--- src/rtl/fma_scheduler.sv ---
// fma_scheduler: round-robin sharing of one FMA unit between NREQ requesters,
// with per-channel operand handshake, answer capture and a watchdog abort.
module fma_scheduler #(
    parameter int FP      = 32,
    parameter int NREQ    = 2,
    parameter int TIMEOUT = 64
) (
    input  logic                 clk,
    input  logic                 rst,
    input  logic [NREQ-1:0]      req_valid_in,
    output logic [NREQ-1:0]      req_ready_out,
    input  logic [NREQ*FP-1:0]   req_a_in,
    input  logic [NREQ*FP-1:0]   req_b_in,
    output logic [NREQ-1:0]      resp_valid_out,
    output logic [FP-1:0]        resp_data_out,
    output logic                 resp_ovf_out,
    output logic                 resp_unf_out,
    output logic                 resp_err_out,
    output logic                 fma_0_req_out,
    output logic                 fma_1_req_out,
    output logic [FP-1:0]        fma_0_data_out,
    output logic [FP-1:0]        fma_1_data_out,
    input  logic                 fma_0_busy_in,
    input  logic                 fma_1_busy_in,
    input  logic                 fma_busy_in,
    input  logic                 fma_ready_in,
    input  logic [FP-1:0]        fma_result_in,
    input  logic                 fma_ovf_in,
    input  logic                 fma_unf_in,
    output logic                 busy_out,
    output logic [2:0]           state_out
);
    localparam int PW = (NREQ > 1) ? $clog2(NREQ) : 1;
    localparam int CW = $clog2(TIMEOUT) + 1;

    typedef enum logic [2:0] {
        S_IDLE    = 3'd0,
        S_LOAD    = 3'd1,
        S_WAIT    = 3'd2,
        S_RESPOND = 3'd3,
        S_ERROR   = 3'd4
    } state_t;

    state_t          state;
    logic [PW-1:0]   ptr;
    logic [PW-1:0]   gnt;
    logic [PW-1:0]   cand;
    logic [PW-1:0]   sel;
    logic [PW-1:0]   next_ptr;
    logic            found;
    logic            grant;
    logic [FP-1:0]   sel_a;
    logic [FP-1:0]   sel_b;
    logic [FP-1:0]   a_q;
    logic [FP-1:0]   b_q;
    logic            pend_0;
    logic            pend_1;
    logic            pend_0_nxt;
    logic            pend_1_nxt;
    logic [CW-1:0]   cnt;
    logic            timed_out;
    logic [NREQ-1:0] gnt_onehot;

    always_comb begin
        found = 1'b0;
        sel   = '0;
        cand  = '0;
        sel_a = '0;
        sel_b = '0;
        for (int unsigned i = 0; i < NREQ; i++) begin
            cand = PW'((32'(ptr) + i) % NREQ);
            if (!found && req_valid_in[cand]) begin
                found = 1'b1;
                sel   = cand;
            end
        end
        for (int unsigned i = 0; i < NREQ; i++) begin
            if (sel == PW'(i)) begin
                sel_a = req_a_in[i*FP +: FP];
                sel_b = req_b_in[i*FP +: FP];
            end
        end
    end

    assign grant         = !rst && (state == S_IDLE) && !fma_busy_in && found;
    assign req_ready_out = grant ? (NREQ'(1) << sel) : '0;
    assign gnt_onehot    = NREQ'(1) << gnt;
    assign next_ptr      = (gnt == PW'(NREQ - 1)) ? '0 : gnt + PW'(1);

    assign pend_0_nxt = pend_0 & fma_0_busy_in;
    assign pend_1_nxt = pend_1 & fma_1_busy_in;
    // >= rather than ==: a final acceptance on the last LOAD cycle leaves the counter
    // past TIMEOUT-1 in WAIT, and the watchdog must still fire there.
    assign timed_out  = cnt >= CW'(TIMEOUT - 1);

    assign fma_0_req_out  = pend_0;
    assign fma_1_req_out  = pend_1;
    assign fma_0_data_out = (state == S_LOAD) ? a_q : '0;
    assign fma_1_data_out = (state == S_LOAD) ? b_q : '0;
    assign busy_out       = (state != S_IDLE);
    assign state_out      = state;

    always_ff @(posedge clk or posedge rst) begin
        if (rst) begin
            state          <= S_IDLE;
            ptr            <= '0;
            gnt            <= '0;
            a_q            <= '0;
            b_q            <= '0;
            pend_0         <= 1'b0;
            pend_1         <= 1'b0;
            cnt            <= '0;
            resp_valid_out <= '0;
            resp_data_out  <= '0;
            resp_ovf_out   <= 1'b0;
            resp_unf_out   <= 1'b0;
            resp_err_out   <= 1'b0;
        end else begin
            resp_valid_out <= '0;
            resp_data_out  <= '0;
            resp_ovf_out   <= 1'b0;
            resp_unf_out   <= 1'b0;
            resp_err_out   <= 1'b0;
            case (state)
                S_IDLE: begin
                    if (grant) begin
                        gnt    <= sel;
                        a_q    <= sel_a;
                        b_q    <= sel_b;
                        cnt    <= '0;
                        pend_0 <= 1'b1;
                        pend_1 <= 1'b1;
                        state  <= S_LOAD;
                    end
                end
                S_LOAD: begin
                    cnt    <= cnt + 1'b1;
                    pend_0 <= pend_0_nxt;
                    pend_1 <= pend_1_nxt;
                    if (!pend_0_nxt && !pend_1_nxt) begin
                        state <= S_WAIT;
                    end else if (timed_out) begin
                        state          <= S_ERROR;
                        pend_0         <= 1'b0;
                        pend_1         <= 1'b0;
                        resp_valid_out <= gnt_onehot;
                        resp_err_out   <= 1'b1;
                    end
                end
                S_WAIT: begin
                    cnt <= cnt + 1'b1;
                    if (fma_ready_in) begin
                        state          <= S_RESPOND;
                        resp_valid_out <= gnt_onehot;
                        resp_data_out  <= fma_result_in;
                        resp_ovf_out   <= fma_ovf_in;
                        resp_unf_out   <= fma_unf_in;
                    end else if (timed_out) begin
                        state          <= S_ERROR;
                        resp_valid_out <= gnt_onehot;
                        resp_err_out   <= 1'b1;
                    end
                end
                S_RESPOND, S_ERROR: begin
                    ptr   <= next_ptr;
                    state <= S_IDLE;
                end
                default: state <= S_IDLE;
            endcase
        end
    end
endmodule

--- config.mk ---
export PLATFORM = sky130hd
export DESIGN_NAME = fma_scheduler
export DESIGN_NICKNAME = d
export VERILOG_FILES = /design/src/rtl/fma_scheduler.sv
export SDC_FILE = /design/constraint.sdc
export NUM_CORES = 1
export LEC_CHECK = 0
export ABC_CLOCK_PERIOD_IN_PS = 3900
export BUFFER_PORTS_ARGS = -buffer_cell sky130_fd_sc_hd__buf_2
export CORE_ASPECT_RATIO = 1.4
export CORE_MARGIN = 1.5
export CORE_UTILIZATION = 46
export CTS_BUF_LIST = sky130_fd_sc_hd__clkbuf_16
export DETAILED_ROUTE_END_ITERATION = 7
export PLACE_DENSITY = 0.89
export SLEW_MARGIN = 20
export SYNTH_ARGS = -nofsm -noshare
export SYNTH_HDL_FRONTEND = slang
export SYNTH_SLANG_ARGS = --single-unit
--- constraint.sdc ---
create_clock -name clk -period 3.9 [get_ports clk]
set_clock_uncertainty 0.2 [all_clocks]
set_input_delay 0.39 -clock clk [delete_from_list [all_inputs] [get_ports clk]]
set_output_delay 0.39 -clock clk [all_outputs]
set_load 0.1 [all_outputs]
Word-level counts from Yosys, hierarchy flattened:

Index checks and enable logic that the tools add are counted.

* $add $sub $neg: 3
* $mul: 0
* div/mod/pow operators: 0
* $lt $le $gt $ge: 3
* equality and inequality tests: 5
* shift operators: 2
* muxes and demuxes: 42
* bitwise logic cells: 2
* reductions and logical operators: 19

Operators by type and width (number)
* 2-to-1 mux 32 bit: 6
* 2-to-1 mux 1 bit: 21
* case mux 7 bit (2 select lines): 1
* 2-to-1 mux 3 bit: 4
* case mux 3 bit (3 select lines): 1
* 2-to-1 mux 2 bit: 4
* adder 7 x 1 -> 7 bit (second input constant): 1
* >= comparator 7 x 6 -> 1 bit (second input constant): 1
* 2-to-1 mux 7 bit: 1
* == test 3 x 2 -> 1 bit (second input constant): 2
* case mux 1 bit (2 select lines): 3
* AND reduction 2 bit: 3
* logical AND 1 bit: 5
* zero test 1 bit: 5
* less-than comparator 1 x 2 -> 1 bit (second input constant): 2
* case mux 2 bit (2 select lines): 1
* nonzero test 2 bit: 2
* OR reduction 2 bit: 2
* left shift 1 x 1 -> 2 bit (first input constant): 2
* == test 3 x 1 -> 1 bit (second input constant): 1
* == test 3 bit (second input constant): 1
* zero test 3 bit: 1
* nonzero test 3 bit: 1
* adder 1 bit (second input constant): 2
* other kinds (2): 3

* register bits after elaboration: 115
* bits in latches: 0
* bits in writable memories: 0
* ROM bits: 0
* word-level logic and storage cells: 89
* memories: 0

Longest topological paths before layout:

Gate-level depths: netlist of run 1.

* depth in word-level cells: 9
* gate-level depth with buffers: 7
* mapped depth without buffers: 5

Worst setup path after synthesis of run 1:

No wires, ideal clock.

* path type: flip-flop to output port
* start: reg state[0], in the netlist state_out[0]
* end: out req_ready_out[0]
* arrival: 3.012 ns
* data required time: 3.310 ns
* setup slack: 0.298 ns
* cell stages (with the launch flop): 6
* path through: dfrtp_1 -> buf_2 -> nor3_2 -> nand3_1 -> clkbuf_1 -> nor2b_1

* word-level cells in the longest chain between the ends: 5

RTL lines
* from (decl): RTL line 44 `state_t state;`
* from (signal assigned): RTL line 105 `state <= S_IDLE;`
* from (signal assigned): RTL line 133 `state <= S_LOAD;`
* from (signal assigned): RTL line 141 `state <= S_WAIT;`
* zero test 3 bit: RTL line 85 `assign grant = !rst && (state == S_IDLE) && !fma_busy_in && found;`
* logical AND 1 bit (3 in a row): RTL line 85
* 2-to-1 mux 2 bit: RTL line 86 `assign req_ready_out = grant ? (NREQ'(1) << sel) : '0;`
* to (decl): RTL line 11 `output logic [NREQ-1:0] req_ready_out,`

Every way passes these cells.

Worst setup path in the final report of run 1:

* start: reg state[0], in the netlist state_out[0]
* end: out fma_1_data_out[17]

* word-level cells in the longest chain between the ends: 2

RTL lines
* == test 3 x 1 -> 1 bit: RTL line 99 `assign fma_1_data_out = (state == S_LOAD) ? b_q : '0;`
* 2-to-1 mux 32 bit: RTL line 99
* to (decl): RTL line 22 `output logic [FP-1:0] fma_1_data_out,`

Every way passes these cells.

==> results.json, run 1 <==
{
  "status": "complete, no violations",
  "cell_internal_pwr_mw": 3.36,
  "rr_worst_depth": 5,
  "rows": 46,
  "fin_crit_ps": 3010,
  "power_frac_seq": 0.277,
  "htree_levels": 4,
  "dp.cells": 925,
  "p_clk_frac": 0.238,
  "worstPathMaxFanout": 37,
  "ant_nets": 0,
  "final_nets": 971,
  "hold_path.class": "in -> async",
  "fp.dieArea_um2": 12500,
  "leakagePower_nw": 4.34,
  "dr_total_vias": 4835,
  "grt_max_degree": 73,
  "gp_congestion": 0.845,
  "drv_slew": 0,
  "hold_viol": 0,
  "post_drt_via_cell_ratio": 5.05,
  "synth_area_um2": 5460,
  "max-vdd-ir-drop_v": 0.000475,
  "synth_edf_count": 0,
  "antenna_found_initial": 0,
  "switching_share": 0.503,
  "yosysSeqAreaShare": 0.528,
  "clockRootBuffer": "clkbuf_16",
  "start_util": 0.476,
  "yosys-top-cells-count": "115 x dfrtp_1, 71 x nand2_1, 66 x o21ai_1",
  "power_switching_mw": 3.39,
  "max_stage_delay_ps": 730,
  "drc": 0,
  "r2r_start": "state_out[0]$_DFFE_PP0P_",
  "rr_endpoint": "b_q[30]$_DFFE_PP0P_",
  "nFillCells": 935,
  "rsz0062_at_grt": "no",
  "antennaDiodeCount": 0,
  "numCtsBuffers": 17,
  "grt_first_pass_wirelength_um": 22900,
  "routed_wl_um": 14600,
  "synth_area_leaders": "dfrtp_1 53%, mux2i_1 12%, and2_1 7.5%",
  "grt_usage": 0.237,
  "setup_viol": 0,
  "tns_ps": 0,
  "yosysTopAreaCellShare": 0.528,
  "cts.sinks": 115,
  "crit_slowest_cell": "dfrtp_1",
  "crit_chain": "nor3b_4, buf_4, and2_1, buf_2",
  "io_buffers": 278,
  "period_share": 0.771,
  "slew_headroom": 0.410,
  "cap_violations": 0,
  "syn_inst": 537,
  "final_cells": 957,
  "hold_buffers": 0,
  "io_pins": 279,
  "p_per_area_nw_per_um2": 894,
  "async_reset_ff_frac": 1.00,
  "die_x_um": 95.0,
  "avgRoutedWirePerCell_um": 15.3,
  "critPathTopFamily": "buffers and inverters",
  "ys_warn_count": 0,
  "tightest_slew_ps": 885,
  "crit_type": "reg -> out",
  "cts_buffer_depth": 2,
  "die_h_um": 132,
  "synth_top_area_cell": "dfrtp_1",
  "place.detailed.hpwl_um": 10600,
  "ys_seq_elements": 115,
  "synth_nets": 708,
  "postCtsSetupBuffers": 0,
  "r2r_slack_ps": 1250,
  "start_kind": "register",
  "drive_above_1_share": 0.397,
  "end_kind": "output pin",
  "dr.pass1.iters": 7,
  "syn2layout_area_growth_pct": 38.6,
  "worstPathArrival_ps": 2420,
  "critPathLaunch": "state_out[0]$_DFFE_PP0P_",
  "yosys.cell_count.top_type": "dfrtp_1",
  "grt_pass1_vias": 4700,
  "ys.flop_type": "dfrtp_1",
  "clkSlewWorstSetupHoldPaths_ps": 50,
  "cts_tree": "yes",
  "required_ps": 3310,
  "power_mw": 6.76,
  "coreArea_um2": 11500,
  "post_cts_resized": 0,
  "ys_types": 41,
  "max_freq_ghz": 0.332,
  "grt-ovfl-total": 0,
  "insertion_delay_ps": 390,
  "drt_iter0_drc": 171,
  "combPwrFrac": 0.485,
  "syn_avg_cell_area_um2": 10.2,
  "fin_util": 0.660,
  "cp_num_buf_inv": 2
}
-- power by group through the flow --
| stage | clock, mW | sequential [mW] | combinational, mW |
|---|---|---|---|
| 2_1_floorplan | 0 | 2.26 | 2.29 |
| 5_1_grt | 1.69 | 1.94 | 3.46 |
| 3_5_place_dp | 0 | 1.89 | 3.28 |
| 3_3_place_gp | 0 | 1.86 | 3.23 |
| 4_1_cts | 1.64 | 1.88 | 3.29 |
| 6_report | 1.61 | 1.87 | 3.27 |
-- routing by layer --
layer / share of wire / up-vias / global-route usage / routed length [um]
met1: 0.38 / 2190 / 0.264 / 5530
met5: 0 / - / 0 / 0
li1: - / 2369 / - / -
met4: 0.023 / 0 / 0.0854 / 333
met2: 0.53 / 247 / 0.425 / 7720
met3: 0.069 / 29 / 0.0588 / 1010
-- logic make-up (layout without fill, tap and decap cells) --
group                    after synthesis  after routing  synth area share
AO/OA/AOI/OAI                        106            106             0.112
AND/OR/NAND/NOR                      204            204             0.201
flip-flops                           115            115             0.528
buffers and inverters                 46            322            0.0376
multiplexers                          65             65             0.119
adder cells (fa/ha/maj)                1              1           0.00229
-- placed cells by master, fill, tap and decap left out, types with 2 or more instances in the layout --
master and instances:
nor2b_1 2, o31ai_1 5, nand3_1 6, buf_2 278, nand2b_1 5, o21ai_0 3
inv_6 2, clkinv_1 2, a211oi_1 2, clkinvlp_4 4, o21ai_1 65, a211o_1 2
clkinv_2 2, a21o_1 2, or4_1 2, buf_12 2, nand2_1 71, buf_4 5
mux2i_1 65, a31oi_1 5, a2bb2oi_1 3, bufinv_16 4, a21oi_1 11, nor2_1 8
clkbuf_16 17, inv_1 5, and3_1 34, and2_1 65, dfrtp_1 115
-- flip-flops by register name (all words and copies together), names as in the netlist --
register	cells
resp_unf_out	1
fma_0_req_out	1
resp_ovf_out	1
cnt	7
state_out	3
fma_1_req_out	1
a_q	32
resp_valid_out	2
resp_err_out	1
ptr	1
b_q	32
gnt	1
resp_data_out	32
-- worst max path at each step --
stage / endpoint / slack (ps) / cells after the start
after floorplan: a_q[0]$_DFFE_PP0P_ / 270 / 1
final: fma_1_data_out[17] / 890 / 4
after global placement: a_q[29]$_DFFE_PP0P_ / 1290 / 6
after CTS: fma_1_data_out[27] / 880 / 4
after detailed placement: a_q[6]$_DFFE_PP0P_ / 1230 / 7
after global routing: fma_1_data_out[9] / 720 / 4
-- final cells by class --
| cell class | instances | area [um^2] | area share |
|---|---|---|---|
| Clock buffer | 17 | 425 | 0.0563 |
| Inverter | 5 | 21.3 | 0.00281 |
| Clock inverter | 15 | 189 | 0.0250 |
| Sequential cell | 115 | 2880 | 0.381 |
| Tap cell | 144 | 180 | 0.0238 |
| Timing Repair Buffer | 285 | 1470 | 0.194 |
| Multi-Input combinational cell | 376 | 2400 | 0.317 |
-- metrics by stage --
| step | instance area [um^2] | worst slack [ps] | hold slack, ps |
|---|---|---|---|
| floorplan | 5460 | 266 | 247 |
| global placement | 6940 | 1290 | 258 |
| detailed placement | 6940 | 1230 | 267 |
| CTS | 7560 | 881 | 17.5 |
| global route | 7560 | 724 | 15.9 |
| finish | 7560 | 892 | 1.63 |
No activity file was read; power rests on OpenSTA's default activity.
==> run 2, diff against run 1 <==
--- a/config.mk
+++ b/config.mk
@@ -5,14 +5,14 @@
 export SDC_FILE = /design/constraint.sdc
 export NUM_CORES = 1
 export LEC_CHECK = 0
-export ABC_CLOCK_PERIOD_IN_PS = 3900
+export ABC_CLOCK_PERIOD_IN_PS = 2600
 export BUFFER_PORTS_ARGS = -buffer_cell sky130_fd_sc_hd__buf_2
 export CORE_ASPECT_RATIO = 1.4
 export CORE_MARGIN = 1.5
-export CORE_UTILIZATION = 46
+export CORE_UTILIZATION = 41
 export CTS_BUF_LIST = sky130_fd_sc_hd__clkbuf_16
 export DETAILED_ROUTE_END_ITERATION = 7
-export PLACE_DENSITY = 0.89
+export PLACE_DENSITY = 0.84
 export SLEW_MARGIN = 20
 export SYNTH_ARGS = -nofsm -noshare
 export SYNTH_HDL_FRONTEND = slang
==> constraint.sdc (replaced) <==
create_clock -name clk -period 2.6 [get_ports clk]
set_clock_uncertainty 0.2 [all_clocks]
set_input_delay 0.26 -clock clk [delete_from_list [all_inputs] [get_ports clk]]
set_output_delay 0.26 -clock clk [all_outputs]
set_load 0.1 [all_outputs]
==> run 2 against run 1 <==
  * Sequential cell count unchanged
  * Cell count up 21%
  * Register-to-register slack worse by 1100 ps
  * Sequential share of layout area down 10 points
  * Clock power up 43%
  * Count of clock-buffer cells in the layout unchanged
  * Utilization up 14 points
  * Design area up 37%
  * Largest power group unchanged
==> results.json, run 2 (synthesized netlist as in run 1, its figures left out) <==
{
  "final_cell_mix": "212 x buf_2, 164 x dlygate4sd3_1, 113 x dfrtp_1, 71 x nand2_1, 68 x buf_12",
  "fp.dieArea_um2": 14000,
  "final_common_cell": "buf_2",
  "grt_max_degree": 84,
  "crit_chain": "nor3b_4, buf_12, and2_2, buf_12",
  "status": "complete, no violations",
  "fin_crit_ps": 2490,
  "grt_first_pass_wirelength_um": 34900,
  "dr_total_vias": 6220,
  "rr_endpoint": "b_q[12]$_DFFE_PP0P_",
  "coreArea_um2": 12900,
  "crit_type": "reg -> out",
  "drc": 0,
  "cts.sinks": 115,
  "rsz0062_at_grt": "no",
  "crit_slowest_cell": "dfrtp_2",
  "hold_depth": 3,
  "drv_slew": 0,
  "rows": 49,
  "avgRoutedWirePerCell_um": 19.5,
  "ant_nets": 0,
  "antenna_found_initial": 0,
  "hold_viol": 0,
  "io_pins": 279,
  "end_kind": "output pin",
  "grt_pass1_vias": 6846,
  "worstPathMaxFanout": 63,
  "numCtsBuffers": 17,
  "final_cells": 1161,
  "start_kind": "register",
  "dp.cells": 964,
  "hold_path.class": "in -> reg",
  "max-vdd-ir-drop_v": 0.000639,
  "r2r_start": "ptr$_DFFE_PP0P_",
  "drt_iter0_drc": 277,
  "drive_above_1_share": 0.402,
  "htree_levels": 4,
  "tightest_slew_ps": 793,
  "routed_wl_um": 22600,
  "place.detailed.hpwl_um": 11800,
  "syn2layout_area_growth_pct": 89.6,
  "slew_headroom": 0.472,
  "p_per_area_nw_per_um2": 1130,
  "cts_buffer_depth": 2,
  "setup_ws_ps": 111,
  "top_regs": "a_q (32), b_q (32), resp_data_out (32)",
  "max_freq_ghz": 0.402,
  "insertion_delay_ps": 400,
  "min-delay-start": "req_b_in[3]",
  "worst_path_most_repeated_cell": "buf_12",
  "gp_congestion": 0.835,
  "post_drt_via_cell_ratio": 5.36,
  "io_buffers": 278,
  "worstPathArrival_ps": 2030,
  "clkSlewWorstSetupHoldPaths_ps": 60,
  "start_util": 0.422,
  "cap_violations": 0,
  "r2r_slack_ps": 120,
  "dr.pass1.iters": 4,
  "die_h_um": 139,
  "clockRootBuffer": "clkbuf_16",
  "required_ps": 2140,
  "grt_usage": 0.327,
  "leakagePower_nw": 5.29,
  "setup_viol": 0,
  "pre_cts_slack_ps": 457,
  "die_x_um": 100,
  "period_share": 0.957,
  "final_nets": 1140,
  "max_stage_delay_ps": 590,
  "grt-ovfl-total": 0,
  "cts_tree": "yes",
  "tns_ps": 0,
  "hold_end": "b_q[3]$_DFFE_PP0P_",
  "rr_worst_depth": 5
}
## run 2: cell types whose count changed in the layout (fill, tap and decap cells not counted), sizes merged
cell         change
dlygate4sd3    +164
clkinv           +3
diode            +1
inv              -1
clkinvlp         -1
buf              +5
bufinv           -1
## run 2: repair_timing
action,in CTS,in global routing
setup endpoints to repair,0,6
hold buffers,164,0
resized for setup,0,1
buffers inserted,0,0
endpoints found under the hold margin,215,0
## run 2: worst max-delay path, delay by kind of cell (launching register included)
family	cells	cell delay [ps]
buffers and inverters	2	440
AND/OR/NAND/NOR	2	560
flip-flops	1	590
## run 2: layout make-up
| type | instances | area (um^2) |
|---|---|---|
| multi-input combinational | 376 | 2500 |
| antenna | 1 | 2.50 |
| clock inverter | 15 | 150 |
| timing repair buffer | 454 | 4140 |
| sequential | 115 | 2880 |
| clock buffer | 17 | 425 |
| inverter | 5 | 22.5 |
| fill | 676 | 2590 |
| tap | 178 | 223 |
## run 2: report_power, final
part           switching (mW)  internal (mW)
clock                   0.825           1.48
sequential              0.493           2.40
combinational            4.30           2.21
## run 2: layer usage
metal,share of wire,global-route usage,wire length [um],vias up
met5,0,0,0,-
met4,0.054,0.187,1220,0
met3,0.077,0.0864,1730,103
met2,0.53,0.598,12100,378
met1,0.34,0.327,7590,3031
li1,-,-,-,2708
## run 2: worst max path at each step
stage	from	to	slack, ps	depth (start not counted)
2_1_floorplan	state_out[0]$_DFFE_PP0P_	fma_1_data_out[13]	60	5
3_3_place_gp	req_valid_in[1]	b_q[31]$_DFFE_PP0P_	560	5
5_1_grt	state_out[0]$_DFFE_PP0P_	fma_1_data_out[1]	20	4
4_1_cts	ptr$_DFFE_PP0P_	a_q[16]$_DFFE_PP0P_	90	5
3_5_place_dp	state_out[1]$_DFFE_PP0P_	b_q[12]$_DFFE_PP0P_	460	5
6_report	state_out[0]$_DFFE_PP0P_	fma_1_data_out[5]	110	4
## run 2: stage by stage
step / hold WS (ps) / total power, mW / cell area [um^2] / utilization
detailed placement: 222 / 8.87 / 8120 / 0.628
global placement: 220 / 8.72 / 8120 / 0.628
finish: 3.02 / 11.7 / 10300 / 0.800
CTS: 19.6 / 11.5 / 10300 / 0.799
floorplan: 190 / 6.91 / 5560 / -
global route: 15.2 / 12.1 / 10300 / 0.799
